`src/rtl/im_loader_if.sv`:
```
// Host byte stream, instruction-memory write port and loader status, bundled.
// The loader connects through the slave modport; the host side uses master.
interface im_loader_if #(
   parameter int ADDR_W = 16
) ();
   logic              start;
   logic              in_valid;
   logic [7:0]        in_data;
   logic              in_ready;
   logic              im_we;
   logic [ADDR_W-1:0] im_waddr;
   logic [15:0]       im_wdata;
   logic              core_hold;
   logic              busy;
   logic              done;
   logic              err;

   modport master (
      output start, in_valid, in_data,
      input  in_ready, im_we, im_waddr, im_wdata, core_hold, busy, done, err
   );

   modport slave (
      input  start, in_valid, in_data,
      output in_ready, im_we, im_waddr, im_wdata, core_hold, busy, done, err
   );
endinterface

```
`src/rtl/im_loader.sv`:
```
// Loads a length-prefixed, XOR-checksummed program from a host byte stream into
// instruction memory, holding the cores until a load completes successfully.
//
// state   | meaning
// --------+---------------------------------------------------------------
// IDLE    | waiting for start
// LEN_HI  | expecting length high byte
// LEN_LO  | expecting length low byte; range-check the word count
// DATA_HI | expecting word high byte
// DATA_LO | expecting word low byte
// WRITE   | one-cycle instruction memory write, advance word counter
// CSUM    | expecting checksum byte
// DONE    | one-cycle success pulse, cores released
// ERR     | load failed; err held, cores held, wait for start
module im_loader #(
   parameter int MEM_DEPTH = 1024,
   parameter int ADDR_W    = 16
) (
   input logic        clk,
   input logic        rst,
   im_loader_if.slave bus
);

   typedef enum logic [3:0] {
      S_IDLE, S_LEN_HI, S_LEN_LO, S_DATA_HI, S_DATA_LO, S_WRITE, S_CSUM, S_DONE, S_ERR
   } state_t;

   state_t            state, state_nx;
   logic [7:0]        len_hi, data_hi, csum;
   logic [15:0]       len, cnt, len_nx;
   logic              core_hold_q, im_we_q;
   logic [ADDR_W-1:0] waddr_q;
   logic [15:0]       wdata_q;
   logic              rdy, accept, start_ok;

   assign rdy      = state inside {S_LEN_HI, S_LEN_LO, S_DATA_HI, S_DATA_LO, S_CSUM};
   assign accept   = bus.in_valid && rdy;
   assign start_ok = bus.start && (state inside {S_IDLE, S_DONE, S_ERR});
   assign len_nx   = {len_hi, bus.in_data};

   always_comb begin
      state_nx = state;
      case (state)
         S_IDLE:    if (start_ok) state_nx = S_LEN_HI;
         S_DONE:    state_nx = start_ok ? S_LEN_HI : S_IDLE;
         S_ERR:     if (start_ok) state_nx = S_LEN_HI;
         S_LEN_HI:  if (accept) state_nx = S_LEN_LO;
         S_LEN_LO: begin
            if (accept) begin
               if (len_nx == 16'd0)
                  state_nx = S_CSUM;
               else if ({16'd0, len_nx} > MEM_DEPTH)
                  state_nx = S_ERR;
               else
                  state_nx = S_DATA_HI;
            end
         end
         S_DATA_HI: if (accept) state_nx = S_DATA_LO;
         S_DATA_LO: if (accept) state_nx = S_WRITE;
         S_WRITE:   state_nx = (cnt + 16'd1 == len) ? S_CSUM : S_DATA_HI;
         S_CSUM:    if (accept) state_nx = (bus.in_data == csum) ? S_DONE : S_ERR;
         default:   state_nx = S_IDLE;
      endcase
   end

   always_ff @(posedge clk) begin
      if (rst) begin
         state       <= S_IDLE;
         len_hi      <= '0;
         len         <= '0;
         data_hi     <= '0;
         csum        <= '0;
         cnt         <= '0;
         core_hold_q <= 1'b1;
         im_we_q     <= 1'b0;
         waddr_q     <= '0;
         wdata_q     <= '0;
      end else begin
         state   <= state_nx;
         im_we_q <= (state_nx == S_WRITE);
         if (start_ok) begin
            cnt         <= '0;
            csum        <= '0;
            core_hold_q <= 1'b1;
         end
         // Cores are released only by a checksum-verified load.
         if (state_nx == S_DONE)
            core_hold_q <= 1'b0;
         if (accept) begin
            case (state)
               S_LEN_HI:  len_hi <= bus.in_data;
               S_LEN_LO:  len    <= len_nx;
               S_DATA_HI: begin
                  data_hi <= bus.in_data;
                  csum    <= csum ^ bus.in_data;
               end
               S_DATA_LO: begin
                  csum    <= csum ^ bus.in_data;
                  waddr_q <= ADDR_W'(cnt);
                  wdata_q <= {data_hi, bus.in_data};
               end
               default: ;
            endcase
         end
         if (state == S_WRITE)
            cnt <= cnt + 16'd1;
      end
   end

   assign bus.in_ready  = rdy;
   assign bus.im_we     = im_we_q;
   assign bus.im_waddr  = waddr_q;
   assign bus.im_wdata  = wdata_q;
   assign bus.core_hold = core_hold_q;
   assign bus.busy      = state inside {S_LEN_HI, S_LEN_LO, S_DATA_HI, S_DATA_LO, S_WRITE, S_CSUM};
   assign bus.done      = (state == S_DONE);
   assign bus.err       = (state == S_ERR);

endmodule

```
`src/flat_wrapper.sv`:
```
// flat-port wrapper written by rule: the top's interface ports become plain ports
module im_loader_flat 
#(
   parameter int MEM_DEPTH = 1024,
   parameter int ADDR_W    = 16
)
  (clk, rst, bus_start, bus_in_valid, bus_in_data, bus_in_ready, bus_im_we, bus_im_waddr, bus_im_wdata, bus_core_hold, bus_busy, bus_done, bus_err);
  im_loader_if #(.ADDR_W(ADDR_W)) bus_i ();
  input logic clk;
  input logic rst;
  input wire logic [$bits(bus_i.start)-1:0] bus_start;
  input wire logic [$bits(bus_i.in_valid)-1:0] bus_in_valid;
  input wire logic [$bits(bus_i.in_data)-1:0] bus_in_data;
  output wire logic [$bits(bus_i.in_ready)-1:0] bus_in_ready;
  output wire logic [$bits(bus_i.im_we)-1:0] bus_im_we;
  output wire logic [$bits(bus_i.im_waddr)-1:0] bus_im_waddr;
  output wire logic [$bits(bus_i.im_wdata)-1:0] bus_im_wdata;
  output wire logic [$bits(bus_i.core_hold)-1:0] bus_core_hold;
  output wire logic [$bits(bus_i.busy)-1:0] bus_busy;
  output wire logic [$bits(bus_i.done)-1:0] bus_done;
  output wire logic [$bits(bus_i.err)-1:0] bus_err;
  assign bus_i.start = bus_start;
  assign bus_i.in_valid = bus_in_valid;
  assign bus_i.in_data = bus_in_data;
  assign bus_in_ready = bus_i.in_ready;
  assign bus_im_we = bus_i.im_we;
  assign bus_im_waddr = bus_i.im_waddr;
  assign bus_im_wdata = bus_i.im_wdata;
  assign bus_core_hold = bus_i.core_hold;
  assign bus_busy = bus_i.busy;
  assign bus_done = bus_i.done;
  assign bus_err = bus_i.err;
  im_loader #(.MEM_DEPTH(MEM_DEPTH), .ADDR_W(ADDR_W)) u_core (.clk(clk), .rst(rst), .bus(bus_i));
endmodule
```
`config.mk`:
```
export PLATFORM = sky130hd
export DESIGN_NAME = im_loader_flat
export DESIGN_NICKNAME = d
export VERILOG_FILES = /design/src/rtl/im_loader_if.sv /design/src/rtl/im_loader.sv /design/src/flat_wrapper.sv
export SDC_FILE = /design/constraint.sdc
export NUM_CORES = 1
export LEC_CHECK = 0
export CAP_MARGIN = 20
export CORE_AREA = 2 2 128 68
export DETAILED_ROUTE_END_ITERATION = 8
export DIE_AREA = 0 0 130 70
export PLACE_DENSITY_LB_ADDON = 0.25
export SLEW_MARGIN = 15
export SYNTH_ARGS = -nofsm -noshare
export SYNTH_HDL_FRONTEND = slang
export SYNTH_SLANG_ARGS = --single-unit
```
`constraint.sdc`:
```
create_clock -name clk -period 3.2 [get_ports clk]
set_input_delay 0.32 -clock clk [delete_from_list [all_inputs] [get_ports clk]]
set_output_delay 0.32 -clock clk [all_outputs]
set_load 0.02 [all_outputs]
```
==> results.yml, run 1 <==
clock_network:
  cts_hold_buf: 0
  clock_latency_ps: 350
  path_clk_slew_ps: 70
  cts_root_buf: "clkbuf_16"
  numCtsBuffers: 9
  htreeDepth: 3
  cts_buffer_depth: 2
  cts_tree: "done"
  cts_sinks: 94
  cts-resized-gates: 0
  cts_setup_buffers: 0
critical_path:
  endpoint_kind: "primary output"
  cpPeakStageDelay_ps: 680
  critPathMaxFanout: 29
  critPathTopFamily: "buffers and inverters"
  cp_num_buf_inv: 2
  crit_arrival_ps: 2340
  cp_slowest_cell: "dfxtp_1"
  crit_required_ps: 2880
  r2r_slack_ps: 820
  critPathKind: "flip-flop to primary output"
  path_cells: "nor2b_1 > nand2_1 > buf_4 > nand2b_1 > clkdlybuf4s50_1"
  critPathLaunchType: "flip-flop"
detailed_routing:
  vias: 4026
  drc_errors: 0
  drt_iter0_drc: 513
  via_per_inst: 5.727
  drt_pass1_iterations: 5
  drtAntennaViolNets: 0
  post_drt_wl_per_cell_microns: 16.18
  wl_microns: 11380
global_route:
  grt_pass1_vias: 3627
  grt_usage_pct: 26.44
  grt_pass1_wl_microns: 18570
  overflow: 0
  antenna_found_initial: 0
  grt_max_degree: 68
place:
  place.gp.congestion: 0.9293
  port_buffers: 49
  hpwl_microns: 8065
  place_area_sq_mm: 0.005009
  dp.cells: 687
synth:
  synth.distinct_cells: 61
  seq_area_frac_synth_pct: 41.55
  synth-main-ff-cell: "dfxtp_1"
  synth-seq-cells: 94
  async_flop_share_pct: 0
  synth_edf_count: 0
  syn_area_sq_mm: 0.004529
  avgSynthCellArea_sq_um: 8.088
  yosysWarnings: 0
  syn_inst: 560
  syn_nets: 573
sta:
  skew_ps: 7.720
  hold_viol_final: 0
  final_max_slew_viol_count: 0
  fmax_mhz: 375.4
  max_slew_margin_pct: 52.68
  finalCritPeriodShare_pct: 83.24
  setup_viol: 0
  layout_min_cycle_time_ps: 2664
  worst_slew_pin_slew_ps: 709.8
  tns_ps: 0
  rsz0062_at_grt: "false"
floorplanning:
  die_w_microns: 130
  dieArea_sq_mm: 0.009100
  ios: 50
  row_count: 24
  start_util_pct: 55.25
  core-area_sq_mm: 0.008198
  die_h_microns: 70
final_layout:
  drive_gt1_share_pct: 6.655
  fin_util_pct: 64.53
  n_antenna_cell: 0
  fin_nets: 594
  finalNonFillerCells: 703
  fin_area_sq_mm: 0.005290
  areaGrowthSynthToFinish_pct: 16.80
pwr:
  irDropWorstVdd_mv: 0.2563
  power_density_mw_per_mm2: 459.9
  power_leakage_nw: 1.868
status:
  status: "finished clean"
flow_run:
  max_cap_violations: 0
hold_path:
  hold_class: "primary input to flip-flop"
-- routing by layer --
| layer | part of all wire [%] | vias up | GRT usage, % |
|---|---|---|---|
| met1 | 50 | 1898 | 40.24 |
| met5 | 0 | - | 0 |
| met3 | 7.5 | 18 | 7.510 |
| met4 | 1.4 | 0 | 7.885 |
| li1 | - | 1966 | - |
| met2 | 41 | 144 | 35.83 |
-- registers in the layout (all words and copies together) (netlist names), 4 cells and up --
register,cells
u_core.bus.im_waddr,16
u_core.bus.im_wdata,16
u_core.data_hi,8
u_core.csum,8
u_core.len_hi,8
u_core.state,4
u_core.len,16
u_core.cnt,16
-- placed cells by master, fill, tap and decap left out, types with 5 or more instances in the layout --
cell / n
nand2_1: 84
and2_1: 5
a21oi_1: 53
xnor2_1: 18
nor4_1: 8
clkdlybuf4s50_1: 48
nor2_1: 80
buf_4: 8
xor2_1: 11
clkbuf_16: 9
nand3_1: 11
o21ai_0: 20
nor3_1: 9
nand3b_1: 8
nand4_1: 5
a22oi_1: 5
mux2i_1: 32
dfxtp_1: 94
-- final timing paths --
| kind | start | endpoint | cells past startpoint |
|---|---|---|---|
| min reg2reg | u_core.bus.im_wdata[6] | u_core.bus.im_wdata[6] | 2 |
| min | rst | u_core.cnt[8] | 2 |
| max | u_core.state[0] | bus_busy | 5 |
| max reg2reg | u_core.cnt[0] | u_core.state[0] | 7 |
-- synth_stat cells (all sizes together) (8+ instances only) --
cell type  number  share of area [%]
xnor2          18                3.5
o21ai          24                2.7
nand2          85                7.1
nor2           80                6.6
buf            22                3.0
xor2           11                2.1
nand3b          8                1.3
mux2i          32                7.1
nand3          12                1.4
nor4           11                1.9
dfxtp          94                 42
clkbuf         26                2.2
nor3           10                1.2
a21oi          53                5.9
-- per-stage QoR --
stage          total power [mW]  setup slack (ps)  hold WS (ps)
2_1_floorplan             1.365              1273         431.6
3_3_place_gp              1.421             667.0         439.8
3_5_place_dp              1.427             591.1         445.4
4_1_cts                   2.442             548.1         409.2
5_1_grt                   2.514             416.0         441.2
6_report                  2.433             536.4         407.7
-- kinds of logic (layout without fill, tap and decap cells) --
family                     count (synthesis)  count (layout)  share of synthesized area (%)
buffers and inverters                     52              78                          5.525
DFF                                       94              94                          41.55
and+or+nand+nor                          241             241                          25.41
muxes                                     32              32                          7.072
AOI/OAI and AO/OA                        111             111                          14.56
xor gates and xnor gates                  29              29                          5.608
adders and majority gates                  1               1                         0.2762
-- final cells by class --
| cell class | count | area [sq um] |
|---|---|---|
| sequential | 94 | 1882 |
| clock inverter | 6 | 52.55 |
| inverter | 4 | 15.01 |
| tap | 117 | 146.4 |
| timing repair buffer | 58 | 565.5 |
| fill | 700 | 2908 |
| clock buffer | 10 | 229.0 |
| multi-input combinational | 414 | 2400 |
-- power breakdown --
group          leakage (nW)  total [mW]  internal [mW]  switching [mW]
clock                 0.132        1.03          0.541           0.487
combinational         0.978       0.200         0.0787           0.121
sequential            0.758        1.20           1.18          0.0217
(Power assumes the default switching activity.)
==> inputs of run 2 (changes only) <==
- CORE_AREA: 2 2 128 68 -> 2 2 137 72
- DIE_AREA: 0 0 130 70 -> 0 0 139 74
- clock period: 3.2 -> 2.2 ns (I/O delays scaled with it)
==> run 2 against run 1 <==
Net effect: hold slack lost 140 ps; largest cell class unchanged; first-iteration DRC count shrank 12%; critical endpoint is now bus_err; clock skew up 1.5 ps; register-to-register slack got worse by 670 ps; sequential power up 46%; largest power group unchanged; global-route usage decreased by 1.5 points; sequential share of layout area down 1.7 points; core utilization down 3.4 points; die area increased by 13%; cell area rose by 5.6%; routed wire length rose by 10%; combinational power grew 74%.
==> results.yml, run 2 (synthesis gave the netlist of run 1 again) <==
status:
  status: "finished clean"
clock_network:
  cts_buffer_depth: 2
  cts_setup_buffers: 0
  clock_latency_ps: 350
  htreeDepth: 3
  cts_sinks: 94
  cts_tree: "done"
  cts_root_buf: "clkbuf_16"
  numCtsBuffers: 9
  path_clk_slew_ps: 70
floorplanning:
  die_w_microns: 139
  die_h_microns: 74
  start_util_pct: 49.59
  ios: 50
  row_count: 25
  dieArea_sq_mm: 0.01029
  core-area_sq_mm: 0.009134
critical_path:
  crit_arrival_ps: 1850
  cp_slowest_cell: "clkdlybuf4s50_1"
  crit_required_ps: 1980
  path_cells: "nor3_2 > buf_4 > and2_1 > clkdlybuf4s50_1"
  reg2regPathDepth: 7
  cpPeakStageDelay_ps: 610
  rr_startpoint: "u_core.cnt[2]"
  critPathLaunchType: "flip-flop"
  cp_num_buf_inv: 2
  r2r_end: "u_core.state[0]"
  critPathKind: "flip-flop to primary output"
  endpoint_kind: "primary output"
  critPathMaxFanout: 12
  critPathTopFamily: "buffers and inverters"
  r2r_slack_ps: 150
place:
  place.gp.congestion: 0.9267
  post-place-ws_ps: -89.50
  hpwl_microns: 9180
  port_buffers: 49
  place_area_sq_mm: 0.005279
detailed_routing:
  post_drt_wl_per_cell_microns: 16.89
  drc_errors: 0
  wl_microns: 12560
  drt_pass1_iterations: 5
  drtAntennaViolNets: 0
  vias: 4238
  via_per_inst: 5.696
  drt_iter0_drc: 452
final_layout:
  fillers: 775
  fin_util_pct: 61.18
  drive_gt1_share_pct: 13.00
  final_common_cell: "dfxtp_1"
  areaGrowthSynthToFinish_pct: 23.37
  fin_nets: 631
  layout_common_cells: "dfxtp_1, nand2_1, nor2_1"
  fin_area_sq_mm: 0.005588
  n_antenna_cell: 0
pwr:
  irDropWorstVdd_mv: 0.4623
  power_leakage_nw: 2.069
  power_density_mw_per_mm2: 644.7
  power_mw: 3.602
hold_path:
  holdPathEnd: "u_core.state[2]"
  hold_start: "rst"
  whs_path_depth: 3
  hold_class: "primary input to flip-flop"
global_route:
  antenna_found_initial: 0
  grt_pass1_vias: 3975
  grt_pass1_wl_microns: 20120
  grt_usage_pct: 24.90
  overflow: 0
  grt_max_degree: 39
flow_run:
  max_cap_violations: 0
sta:
  worst_slew_pin_slew_ps: 549.6
  skew_ps: 9.214
  final_max_slew_viol_count: 0
  fmax_mhz: 483.9
  timing.final.ws_setup_ps: 133.3
  setup_viol: 0
  hold_slack_ps: 270.7
  finalCritPeriodShare_pct: 93.94
  rsz0062_at_grt: "false"
  max_slew_margin_pct: 63.25
  layout_min_cycle_time_ps: 2067
  hold_viol_final: 0
[run 2: layout make-up]
cell class	instances	area, sq um	share of cell area, %
repair buffers	95	830.8	14.87
clock inverters	6	53.80	0.9628
clock buffers	10	229.0	4.098
well taps	121	151.4	2.709
inverters	4	15.01	0.2687
multi-input cells	414	2417	43.26
flip-flops and latches	94	1891	33.83
[run 2: worst reg2reg max path, stage by stage (launching register included)]
cell	delay [ps]
dfxtp_1	430
buf_4	170
nand3_2	240
nor3_1	520
a32oi_1	110
o21ai_0	140
o211ai_1	140
o21ba_1	200
[run 2: report_power, final]
part | internal [mW] | switching, mW
Sequential | 1.72 | 0.0270
Clock | 0.788 | 0.720
Combinational | 0.148 | 0.199
Total | 2.66 | 0.946
[run 2: what timing repair did]
| item | in CTS | in global routing |
|---|---|---|
| cloned | 0 | 0 |
| gates resized for setup | 2 | 6 |
| hold buffers | 0 | 0 |
| setup endpoints to repair | 1 | 3 |
[run 2: worst max-delay path by stage]
stage	cells after the start	endpoint	startpoint
5_1_grt	4	bus_busy	u_core.state[2]
3_3_place_gp	8	u_core.bus.im_we	bus_in_data[2]
3_5_place_dp	8	u_core.bus.im_we	bus_in_data[2]
2_1_floorplan	7	u_core.state[0]	u_core.cnt[0]
4_1_cts	4	bus_busy	u_core.state[0]
6_report	4	bus_err	u_core.state[2]
[run 2: per-stage QoR]
| step | cells | setup TNS [ps] |
|---|---|---|
| global placement | 728 | -91.69 |
| global route | 744 | 0 |
| finish | 744 | 0 |
| detailed placement | 728 | -89.50 |
| CTS | 744 | 0 |
| floorplan | 560 | 0 |
[run 2: routing by layer]
layer,global-route usage (%),up-vias,wire length [microns]
met5,0,-,0
met1,36.47,1961,6094
met2,36.78,222,5021
met4,6.285,0,165
li1,-,2034,-
met3,6.632,21,1281
